--- config.mk ---
export PLATFORM = sky130hd
export DESIGN_NAME = multi_timer_flat
export DESIGN_NICKNAME = d
export VERILOG_FILES = /design/src/rtl/multi_timer_if.sv /design/src/rtl/multi_timer.sv /design/src/flat_wrapper.sv
export SDC_FILE = /design/constraint.sdc
export NUM_CORES = 1
export LEC_CHECK = 0
export ABC_AREA = 0
export CORE_MARGIN = 2
export CORE_UTILIZATION = 59
export DETAILED_ROUTE_END_ITERATION = 6
export MAX_ROUTING_LAYER = met4
export PLACE_DENSITY = 0.78
export SLEW_MARGIN = 10
export SYNTH_ARGS = -nofsm -noshare
export SYNTH_HDL_FRONTEND = slang
export SYNTH_SLANG_ARGS = --single-unit
--- constraint.sdc ---
create_clock -name clk -period 18.91 [get_ports clk]
set_clock_uncertainty 0.15 [all_clocks]
set_input_delay 1.891 -clock clk [delete_from_list [all_inputs] [get_ports clk]]
set_output_delay 1.891 -clock clk [all_outputs]
set_load 0.05 [all_outputs]
--- src/rtl/multi_timer_if.sv ---
// Register-bus interface between the CPU bridge device port and multi_timer.
// The bridge drives addr/we/wd; the timer returns combinational rd and the IRQ vector.
interface multi_timer_if #(
    parameter int NUM_CH  = 4,
    parameter int CH_BITS = 2
);
    logic [CH_BITS+1:0] addr;
    logic               we;
    logic [31:0]        wd;
    logic [31:0]        rd;
    logic [NUM_CH-1:0]  irq;

    modport master (output addr, we, wd, input rd, irq);
    modport slave  (input addr, we, wd, output rd, irq);
endinterface

--- src/rtl/multi_timer.sv ---
// N-channel countdown timer with one-shot/auto-reload modes, sticky pending flags
// and a masked per-channel IRQ vector, accessed through word registers {ch, reg}.
module multi_timer #(
    parameter int NUM_CH  = 4,
    parameter int CH_BITS = 2,
    parameter int WIDTH   = 32
) (
    input  logic          clk,
    input  logic          rst,
    multi_timer_if.slave  bus
);

    typedef enum logic [1:0] {
        IDLE = 2'b00,
        CNT  = 2'b01,
        INT  = 2'b10
    } state_t;

    localparam logic [1:0]       REG_CTRL    = 2'd0;
    localparam logic [1:0]       REG_PRESET  = 2'd1;
    localparam logic [1:0]       REG_COUNT   = 2'd2;
    localparam logic [1:0]       REG_STATUS  = 2'd3;
    localparam logic [1:0]       MODE_RELOAD = 2'b01;
    localparam logic [WIDTH-1:0] ONE         = WIDTH'(1);

    logic [NUM_CH-1:0] en_q;
    logic [1:0]        mode_q    [NUM_CH];
    logic [NUM_CH-1:0] im_q;
    logic [WIDTH-1:0]  preset_q  [NUM_CH];
    logic [WIDTH-1:0]  count_q   [NUM_CH];
    logic [NUM_CH-1:0] pending_q;
    state_t            state_q   [NUM_CH];

    state_t            state_d   [NUM_CH];
    logic [WIDTH-1:0]  count_d   [NUM_CH];
    logic [NUM_CH-1:0] set_pending;
    logic [NUM_CH-1:0] clr_en;

    logic [NUM_CH-1:0] wr_ctrl;
    logic [NUM_CH-1:0] wr_preset;
    logic [NUM_CH-1:0] wr_status;

    logic [CH_BITS-1:0] ch_sel;
    logic [1:0]         reg_sel;
    logic [31:0]        rd_word;
    logic [NUM_CH-1:0]  irq_vec;
    logic               unused_ok;

    assign ch_sel  = bus.addr[CH_BITS+1:2];
    assign reg_sel = bus.addr[1:0];

    // Upper write-data bits are intentionally ignored by every register.
    assign unused_ok = &{1'b0, bus.wd};

    // Channel selects beyond NUM_CH never match, so their writes vanish and reads return 0.
    always_comb begin
        for (int i = 0; i < NUM_CH; i++) begin
            wr_ctrl[i]   = 1'b0;
            wr_preset[i] = 1'b0;
            wr_status[i] = 1'b0;
            if (bus.we && (ch_sel == CH_BITS'(i))) begin
                wr_ctrl[i]   = (reg_sel == REG_CTRL);
                wr_preset[i] = (reg_sel == REG_PRESET);
                wr_status[i] = (reg_sel == REG_STATUS);
            end
        end
    end

    always_comb begin
        for (int i = 0; i < NUM_CH; i++) begin
            // NOTE: every output of this block is defaulted before the case so no path
            // leaves a signal unassigned, which would otherwise infer a latch.
            state_d[i]     = state_q[i];
            count_d[i]     = count_q[i];
            set_pending[i] = 1'b0;
            clr_en[i]      = 1'b0;
            unique case (state_q[i])
                IDLE: begin
                    if (en_q[i]) begin
                        count_d[i] = preset_q[i];
                        state_d[i] = CNT;
                    end
                end
                CNT: begin
                    if (!en_q[i]) begin
                        state_d[i] = IDLE;
                    end else if (count_q[i] > ONE) begin
                        count_d[i] = count_q[i] - ONE;
                    end else begin
                        // A preset of 0 lands here on the first count cycle, same as 1.
                        count_d[i]     = '0;
                        set_pending[i] = 1'b1;
                        state_d[i]     = INT;
                    end
                end
                INT: begin
                    if (mode_q[i] == MODE_RELOAD) begin
                        count_d[i] = preset_q[i];
                        state_d[i] = CNT;
                    end else begin
                        clr_en[i]  = 1'b1;
                        state_d[i] = IDLE;
                    end
                end
                default: state_d[i] = IDLE;
            endcase
        end
    end

    always_ff @(posedge clk or posedge rst) begin
        if (rst) begin
            // NOTE: these per-channel arrays are small register banks, not RAM, and
            // software relies on known values, so every entry is reset.
            for (int i = 0; i < NUM_CH; i++) begin
                en_q[i]      <= 1'b0;
                mode_q[i]    <= 2'b00;
                im_q[i]      <= 1'b0;
                preset_q[i]  <= '0;
                count_q[i]   <= '0;
                pending_q[i] <= 1'b0;
                state_q[i]   <= IDLE;
            end
        end else begin
            for (int i = 0; i < NUM_CH; i++) begin
                // NOTE: non-blocking assignments here so every channel updates from
                // pre-edge values regardless of statement order.
                state_q[i] <= state_d[i];
                count_q[i] <= count_d[i];

                // A software CTRL write beats the hardware EN clear at the same edge.
                if (wr_ctrl[i]) begin
                    en_q[i]   <= bus.wd[0];
                    mode_q[i] <= bus.wd[2:1];
                    im_q[i]   <= bus.wd[3];
                end else if (clr_en[i]) begin
                    en_q[i] <= 1'b0;
                end

                if (wr_preset[i]) begin
                    preset_q[i] <= bus.wd[WIDTH-1:0];
                end

                // Hardware set beats a software clear at the same edge.
                if (set_pending[i]) begin
                    pending_q[i] <= 1'b1;
                end else if (wr_status[i] && bus.wd[0]) begin
                    pending_q[i] <= 1'b0;
                end
            end
        end
    end

    always_comb begin
        rd_word = '0;
        for (int i = 0; i < NUM_CH; i++) begin
            if (ch_sel == CH_BITS'(i)) begin
                unique case (reg_sel)
                    REG_CTRL:   rd_word[3:0]       = {im_q[i], mode_q[i], en_q[i]};
                    REG_PRESET: rd_word[WIDTH-1:0] = preset_q[i];
                    REG_COUNT:  rd_word[WIDTH-1:0] = count_q[i];
                    REG_STATUS: rd_word[2:0]       = {state_q[i], pending_q[i]};
                    default:    rd_word            = '0;
                endcase
            end
        end
    end

    // Built from registers only, so async reset drops irq without waiting for clk.
    always_comb begin
        for (int i = 0; i < NUM_CH; i++) begin
            irq_vec[i] = pending_q[i] & im_q[i];
        end
    end

    assign bus.rd  = rd_word;
    assign bus.irq = irq_vec;

endmodule

--- src/flat_wrapper.sv ---
// flat-port wrapper written by rule: the top's interface ports become plain ports
module multi_timer_flat 
#(
    parameter int NUM_CH  = 4,
    parameter int CH_BITS = 2,
    parameter int WIDTH   = 32
)
  (clk, rst, bus_addr, bus_we, bus_wd, bus_rd, bus_irq);
  multi_timer_if #(.NUM_CH(NUM_CH), .CH_BITS(CH_BITS)) bus_i ();
  input  logic clk;
  input  logic rst;
  input wire logic [$bits(bus_i.addr)-1:0] bus_addr;
  input wire logic [$bits(bus_i.we)-1:0] bus_we;
  input wire logic [$bits(bus_i.wd)-1:0] bus_wd;
  output wire logic [$bits(bus_i.rd)-1:0] bus_rd;
  output wire logic [$bits(bus_i.irq)-1:0] bus_irq;
  assign bus_i.addr = bus_addr;
  assign bus_i.we = bus_we;
  assign bus_i.wd = bus_wd;
  assign bus_rd = bus_i.rd;
  assign bus_irq = bus_i.irq;
  multi_timer #(.NUM_CH(NUM_CH), .CH_BITS(CH_BITS), .WIDTH(WIDTH)) u_core (.clk(clk), .rst(rst), .bus(bus_i));
endmodule
# [After elaboration in Yosys (flattened, before gate mapping)]
# Index checks and enable logic that the tools add are counted.
[op_classes] add_sub_neg=4 multipliers=0 div=0 order_cmp=4 n_eq_ne=34 shifts=0 n_mux=104 bitwise=4 n_reduce_logical=34
[op_table] op="32-bit two-way mux" count=20
[op_table] op="32-bit case mux with 3 select lines" count=4
[op_table] op="28-bit case mux with 2 select lines" count=4
[op_table] op="32-bit by 1-bit > comparator with 1-bit output, second input constant" count=4
[op_table] op="32-bit by 1-bit subtractor with 32-bit output, second input constant" count=4
[op_table] op="1-bit two-way mux" count=52
[op_table] op="3-bit case mux with 4 select lines" count=4
[op_table] op="2-bit two-way mux" count=12
[op_table] op="2-bit by 1-bit inequality test with 1-bit output, second input constant" count=12
[op_table] op="2-bit case mux with 3 select lines" count=4
[op_table] op="2-bit by 1-bit == test with 1-bit output, second input constant" count=10
[op_table] op="2-bit == test, second input constant" count=8
[op_table] op="4-bit AND reduction" count=4
[op_table] op="2-bit nonzero test" count=8
[op_table] op="2-bit logical NOT" count=6
[op_table] op="3-bit inequality test, second input constant" count=4
[op_table] op="1-bit case mux with 3 select lines" count=4
[op_table] op="3-bit nonzero test" count=4
[op_table] op="1-bit logical AND" count=8
[op_table] op="2-bit AND reduction" count=4
[op_table] op="1-bit AND" count=4
[totals] reg_bits=284 latchBits=0 ram_bits=0 rom_bits=0 input_bits=39 out_inout_bits=36 memories=0

# [Depth between registers and ports, before layout]
# Gate-level depths: netlist of the first run.
[logic_depth] ltp_word=9 depth_mapped=11 mapped_depth_nobuf=8

# [Worst setup path after synthesis of the first run]
# No wires, ideal clock.
[synth_path] kind="input -> output" start="input port bus_addr[1]" end="output port bus_rd[22]" arrival_time_ns=3.925 required_time_ns=16.869 path_slack_ns=12.944 stages=9 cell_sequence="inv_1 ha_1 clkbuf_1 clkbuf_1 clkbuf_1 a22oi_1 a211oi_1 a21oi_1 nor2b_1"
[synth_via] elab_chain_len=9
[synth_lines] item="from (decl)" line="flat_wrapper.sv:12" rtl="input wire logic [$bits(bus_i.addr)-1:0] bus_addr;"
[synth_lines] item="2-bit == test or 2-bit by 1-bit == test with 1-bit output (tied branches)" line="multi_timer.sv:157" rtl="unique case (reg_sel)"
[synth_lines] item="28-bit case mux with 2 select lines" line="multi_timer.sv:157"
[synth_lines] item="32-bit two-way mux" line="multi_timer.sv:156" rtl="if (ch_sel == CH_BITS'(i)) begin"
[synth_lines] item="28-bit case mux with 2 select lines" line="multi_timer.sv:157"
[synth_lines] item="32-bit two-way mux" line="multi_timer.sv:156"
[synth_lines] item="28-bit case mux with 2 select lines" line="multi_timer.sv:157"
[synth_lines] item="32-bit two-way mux" line="multi_timer.sv:156"
[synth_lines] item="28-bit case mux with 2 select lines" line="multi_timer.sv:157"
[synth_lines] item="32-bit two-way mux (*)" line="multi_timer.sv:156"
[synth_lines] item="to (decl)" line="flat_wrapper.sv:15" rtl="output wire logic [$bits(bus_i.rd)-1:0] bus_rd;"
# Mark *: on every way between the ends. The rest lies on a longest branch, timed or not.

# [Worst setup path in the final report of the first run]
[layout_path] start="input port bus_addr[0]" end="output port bus_rd[19]"
# Same word-level chain as after synthesis.

==> impl_metrics.py, run 1 <==
metrics = {
    "outcome": {
        "outcome": "finished clean",
    },
    "critical_path": {
        "required_ns": 16.87,
        "arrival_ns": 6.02,
        "worst-path-max-fanout": 82,
        "reg2reg_depth": 6,
        "crit_path_end": "bus_rd[19]",
        "start_kind": "input port",
        "rrSetupSlack_ns": 15.05,
        "rr_startpoint": "u_core.count_q[114]$_DFFE_PP0P_",
        "cp-startpoint": "bus_addr[0]",
        "worstReg2RegEnd": "u_core.count_q[106]$_DFFE_PP0P_",
        "end_kind": "output pin",
        "critPathKind": "in -> out",
    },
    "power": {
        "power_frac_clock": 0.263,
        "combPwrFrac": 0.316,
        "p_sw_frac": 0.408,
        "p_int_w": 0.00161,
        "power_switching_w": 0.00111,
        "seqPwrFrac": 0.422,
        "peakVddDrop_v": 0.0000933,
        "cellLeakagePower_nw": 7.27,
        "report.power.total_w": 0.00271,
        "power_density_nw_per_um2": 145,
    },
    "placed_design": {
        "place_hpwl_mm": 40.6,
        "io_buffers": 74,
        "gp_congestion": 0.992,
    },
    "logic_synthesis": {
        "syn_avg_cell_area_sq_um": 9.57,
        "synth_xor_area_frac": 0,
        "yosysSeqAreaShare": 0.428,
        "yosys.area_share.adder": 0.0106,
        "yosysWarnings": 0,
        "postSynthCellCount": 1734,
        "synth_top_family_by_area": "compound AO/OA/AOI/OAI gates",
        "synth_compound_area_frac": 0.252,
        "async_flop_share": 1.00,
        "syn_area_sq_um": 16600,
        "synth_edf_count": 0,
        "synth.mux.area_fraction": 0.106,
        "ys.flop_type": "dfrtp_1",
        "ys_ff_latch": 284,
        "syn_nets": 1787,
        "yosys.area_share.simple": 0.158,
        "synthDistinctLibCells": 68,
    },
    "global_route": {
        "grt-ovfl-total": 0,
        "grt_pass1_vias": 14400,
        "antenna_found_initial": 1,
        "grt_usage": 0.411,
        "grt_max_degree": 144,
        "grt_pass1_wl_mm": 89.4,
    },
    "clock_network": {
        "cts_resized": 0,
        "numCtsBuffers": 31,
        "holdBufCountCts": 0,
        "numClockSinks": 284,
        "clkTransAtPathRegs_ns": 0.06,
        "post_cts_buffers": 0,
        "clockBufferDepth": 3,
        "insertion_delay_ns": 0.57,
        "htreeDepth": 1,
        "root_buffer": "clkbuf_16",
        "cts_tree": "built",
    },
    "timing": {
        "slew_violations": 0,
        "worst_pin_slew_ns": 1.26,
        "fmax_ghz": 0.124,
        "fin_hold_ws_ns": 0.375,
        "setup_viol": 0,
        "finalCritPeriodShare": 0.426,
        "fin_crit_ns": 8.06,
        "slew_headroom": 0.149,
        "tns_ns": 0,
        "rsz0062_at_grt": "false",
        "hold_violations": 0,
    },
    "layout": {
        "nets": 1772,
        "multi_input_area_sq_um": 8820,
        "finish.utilization": 0.673,
        "synthToLayoutAreaGrowth_pct": 12.6,
        "seq_area_sq_um": 7110,
        "fillers": 2230,
        "drive_gt1_frac": 0.148,
    },
    "die": {
        "io-pin-count": 75,
        "fp-row-count": 61,
        "core_sq_um": 27800,
        "die_h_um": 172,
        "die_x_um": 172,
        "dieArea_sq_um": 29500,
        "start_util": 0.598,
    },
    "run": {
        "maxCapViolations": 0,
    },
    "routing": {
        "drt-initial-drc-count": 2355,
        "vias": 15700,
        "wl_per_cell_um": 27.6,
        "drt_wl_total_mm": 58.6,
        "drtPass1Iterations": 7,
        "remaining_drc_errors": 0,
        "ant_nets": 0,
        "routed_via_density": 7.39,
    },
    "hold_path": {
        "worstHoldPathType": "reg -> reg",
    },
}
[kinds of logic (layout without fill, tap and decap cells)]
group                      after synthesis  count (layout)
AOI/OAI and AO/OA                      606             606
adders and majority gates               14              14
buffers and inverters                  191             200
muxes                                  154             154
and+or+nand+nor                        485             485
other                                    0               1
DFF                                    284             284
[power by group through the flow]
stage / clock network [W] / registers, W / logic, W
floorplan: 0 / 0.000982 / 0.000663
global placement: 0 / 0.00113 / 0.000813
detailed placement: 0 / 0.00113 / 0.000833
CTS: 0.000711 / 0.00112 / 0.000837
global route: 0.000738 / 0.00116 / 0.000926
finish: 0.000712 / 0.00114 / 0.000856
[worst min-delay path by stage]
stage,from,to,slack (ns),cells after the start
detailed placement,u_core.count_q[59]$_DFFE_PP0P_,u_core.count_q[59]$_DFFE_PP0P_,0.35,1
finish,u_core.pending_q[1]$_DFFE_PP0P_,u_core.pending_q[1]$_DFFE_PP0P_,0.38,1
CTS,u_core.count_q[59]$_DFFE_PP0P_,u_core.count_q[59]$_DFFE_PP0P_,0.37,1
global placement,u_core.en_q[2]$_DFFE_PP0P_,u_core.en_q[2]$_DFFE_PP0P_,0.34,2
floorplan,u_core.pending_q[0]$_DFFE_PP0P_,u_core.pending_q[0]$_DFFE_PP0P_,0.31,1
global route,u_core.pending_q[1]$_DFFE_PP0P_,u_core.pending_q[1]$_DFFE_PP0P_,0.38,1
[metrics by stage]
stage                     cells  worst slack [ns]  instance area (sq um)
after floorplan            1734              9.03                  16600
after global placement     2064             11.10                  17500
after detailed placement   2064             11.04                  17500
after CTS                  2121             11.03                  18700
after global routing       2121             10.62                  18700
final                      2122             10.85                  18700
[sequential cells by signal (all words and copies together), names as in the netlist]
register and cells:
u_core.state_q 8, u_core.im_q 4, u_core.pending_q 4, u_core.count_q 128
u_core.en_q 4, u_core.mode_q 8, u_core.preset_q 128
[worst max-delay path: stages]
cell and delay (ns):
clkdlybuf4s50_1 0.53, inv_1 0.20, ha_4 0.57, buf_4 0.82, a221oi_1 0.22, a211oi_1 0.56
a21oi_1 0.15, nor2b_1 0.17, clkdlybuf4s50_1 0.85
[metal layers]
metal	GRT usage	vias to the layer above	wire length, um
li1	-	6695	-
met1	0.565	7658	22900
met2	0.607	1143	25800
met3	0.0838	180	7230
met4	0.149	0	2650
met5	-	-	0
[cells in the mapped netlist, types with 14 or more instances]
cell type	number	share of area
a211oi_1	30	0.014
a21oi_1	119	0.036
a221oi_1	58	0.031
a22o_1	29	0.015
a22oi_1	79	0.036
a32oi_1	28	0.015
clkbuf_1	124	0.028
dfrtp_1	284	0.43
ha_1	14	0.011
inv_1	45	0.010
mux2_2	143	0.097
nand2_1	111	0.025
nand2b_1	20	0.0075
nand3_1	34	0.010
nand4_1	14	0.0053
nor2_1	70	0.016
nor2b_1	38	0.014
nor3_1	69	0.021
nor4_1	37	0.014
o21ai_0	121	0.036
o22ai_1	21	0.0079
o2bb2ai_1	27	0.014
o41ai_1	14	0.0074
or3_1	22	0.0083
or4_1	14	0.0063
[final cells by class]
type,count,share of cell area
inverter,45,0.00944
sequential,284,0.380
clock inverter,19,0.0186
clock buffer,38,0.0451
antenna,1,0.000134
tap,378,0.0253
multi-input combinational,1259,0.472
timing repair buffer,98,0.0489
[cell usage in the layout (no fill, tap or decap), drive strengths merged, types with 38 or more instances in the layout]
master and count:
nor2 70, nor3 69, mux2 143, clkbuf 38
nand2 112, nor4 44, a22oi 79, a221oi 58
o21ai 122, dfrtp 284, inv 45, a21oi 119
clkdlybuf4s50 72, nor2b 38
(Power assumes the default switching activity.)
==> run 2: changes to the inputs <==
--- a/config.mk
+++ b/config.mk
@@ -7,7 +7,7 @@
 export LEC_CHECK = 0
 export ABC_AREA = 0
 export CORE_MARGIN = 2
-export CORE_UTILIZATION = 59
+export CORE_UTILIZATION = 56
 export DETAILED_ROUTE_END_ITERATION = 6
 export MAX_ROUTING_LAYER = met4
 export PLACE_DENSITY = 0.78
==> constraint.sdc (replaced) <==
create_clock -name clk -period 6.75 [get_ports clk]
set_clock_uncertainty 0.15 [all_clocks]
set_input_delay 0.675 -clock clk [delete_from_list [all_inputs] [get_ports clk]]
set_output_delay 0.675 -clock clk [all_outputs]
set_load 0.05 [all_outputs]
==> run 2 against run 1 <==
Compared with the run above:
- combinational power rose to 2.9 times the previous value
- power rose to 2.8 times the previous value
- global-route usage down 1.8 points
- utilization down 3.3 points
- count of clock-buffer cells in the layout up 3
- critical endpoint is now bus_rd[24]
- highest routed layer unchanged
==> impl_metrics.py, run 2 (synthesis gave the netlist of run 1 again) <==
metrics = {
    "global_route": {
        "grt_pass1_vias": 15000,
        "grt_usage": 0.393,
        "grt_max_degree": 161,
        "antenna_found_initial": 1,
        "grt_pass1_wl_mm": 91.4,
        "grt-ovfl-total": 0,
    },
    "placed_design": {
        "io_buffers": 74,
        "dp_slack_ns": 1.81,
        "gp_congestion": 1.03,
        "place_hpwl_mm": 41.7,
        "dpl_cell_area_sq_um": 17600,
    },
    "clock_network": {
        "htreeDepth": 1,
        "insertion_delay_ns": 0.58,
        "root_buffer": "clkbuf_16",
        "numCtsBuffers": 31,
        "holdBufCountCts": 0,
        "clkTransAtPathRegs_ns": 0.07,
        "numClockSinks": 284,
        "post_cts_buffers": 0,
        "cts_resized": 0,
        "cts_tree": "built",
        "clockBufferDepth": 3,
    },
    "timing": {
        "fmax_ghz": 0.197,
        "fin_crit_ns": 5.07,
        "hold_violations": 0,
        "slew_violations": 0,
        "rsz0062_at_grt": "false",
        "finalCritPeriodShare": 0.751,
        "setup_viol": 0,
        "slew_headroom": 0.208,
        "setup_ws_ns": 1.68,
        "tns_ns": 0,
        "worst_pin_slew_ns": 1.19,
    },
    "layout": {
        "nets": 1786,
        "drive_gt1_frac": 0.155,
        "final_area_sq_um": 18800,
        "final_cell_mix": "dfrtp_1, mux2_2, o21ai_0",
        "synthToLayoutAreaGrowth_pct": 13.3,
        "reg_top3": "u_core.count_q x128, u_core.preset_q x128",
        "final_common_cell": "dfrtp_1",
    },
    "power": {
        "power_switching_w": 0.00311,
        "report.power.total_w": 0.00755,
        "power_frac_clock": 0.255,
        "p_int_w": 0.00444,
        "power_density_nw_per_um2": 402,
        "p_sw_frac": 0.412,
        "combPwrFrac": 0.328,
        "seqPwrFrac": 0.418,
        "peakVddDrop_v": 0.000277,
        "cellLeakagePower_nw": 7.33,
    },
    "die": {
        "die_h_um": 176,
        "dieArea_sq_um": 31000,
        "die_x_um": 176,
        "core_sq_um": 29400,
        "fp-row-count": 63,
        "start_util": 0.565,
        "io-pin-count": 75,
    },
    "run": {
        "maxCapViolations": 0,
    },
    "routing": {
        "drt-initial-drc-count": 2283,
        "drtPass1Iterations": 6,
        "routed_via_density": 7.39,
        "ant_nets": 0,
        "remaining_drc_errors": 0,
        "vias": 15900,
        "wl_per_cell_um": 27.7,
        "drt_wl_total_mm": 59.5,
    },
    "hold_path": {
        "worstHoldPathType": "in -> async",
    },
    "critical_path": {
        "start_kind": "input port",
        "arrival_ns": 4.24,
        "worst-path-max-fanout": 50,
        "critPathKind": "in -> out",
        "required_ns": 5.92,
        "end_kind": "output pin",
    },
    "outcome": {
        "outcome": "finished clean",
    },
}
==> run 2: cell count changes in the layout (fill, tap and decap cells not counted), sizes merged <==
cell,delta
clkbuf,+3
clkinv,+1
bufinv,-3
buf,+14
==> run 2: path summary, 6_finish.rpt <==
check	from	end	slack, ns	depth (start not counted)
worst max-delay path	bus_addr[0]	bus_rd[24]	1.68	9
worst max register to register	u_core.count_q[81]$_DFFE_PP0P_	u_core.count_q[84]$_DFFE_PP0P_	3.11	6
min in group clk	u_core.en_q[2]$_DFFE_PP0P_	u_core.en_q[2]$_DFFE_PP0P_	0.35	2
max in group asynchronous	rst	u_core.mode_q[4]$_DFFE_PP0P_	4.84	3
worst min register to register	u_core.en_q[2]$_DFFE_PP0P_	u_core.en_q[2]$_DFFE_PP0P_	0.35	2
worst min-delay path	rst	u_core.count_q[29]$_DFFE_PP0P_	0.35	2
==> run 2: layout make-up <==
cell class,count,area (sq um)
Antenna cell,1,2.50
Clock buffer,41,883
Clock inverter,17,272
Fill cell,2353,10600
Inverter,45,173
Multi-Input combinational cell,1259,8830
Sequential cell,284,7110
Tap cell,390,488
Timing Repair Buffer,112,1060
==> run 2: worst max-delay path, cell delays in order <==
cell,delay (ns)
clkdlybuf4s50_1,0.52
inv_1,0.22
ha_4,0.62
buf_4,0.40
a22oi_1,0.13
a21oi_1,0.45
a21oi_1,0.20
nor2b_1,0.16
clkdlybuf4s50_1,0.83
==> run 2: power groups by stage <==
stage                     Clock [W]  Combinational, W  Sequential, W
after floorplan                   0           0.00186        0.00275
after global placement            0           0.00234        0.00310
after detailed placement          0           0.00240        0.00312
after CTS                   0.00193           0.00242        0.00310
after global routing        0.00200           0.00268        0.00321
final                       0.00193           0.00247        0.00315
==> run 2: per-stage QoR <==
stage / utilization / hold WS, ns / std cells
final: 0.640 / 0.352 / 2149
after global routing: 0.640 / 0.382 / 2149
after CTS: 0.640 / 0.355 / 2148
after detailed placement: 0.600 / 0.340 / 2090
after global placement: 0.600 / 0.334 / 2090
after floorplan: - / 0.314 / 1734
==> run 2: per-layer routing <==
metal	vias to the layer above	GRT usage	wire length (um)
li1	6718	-	-
met1	7825	0.534	23200
met2	1133	0.575	26100
met3	207	0.0678	6700
met4	0	0.187	3490
met5	-	-	0
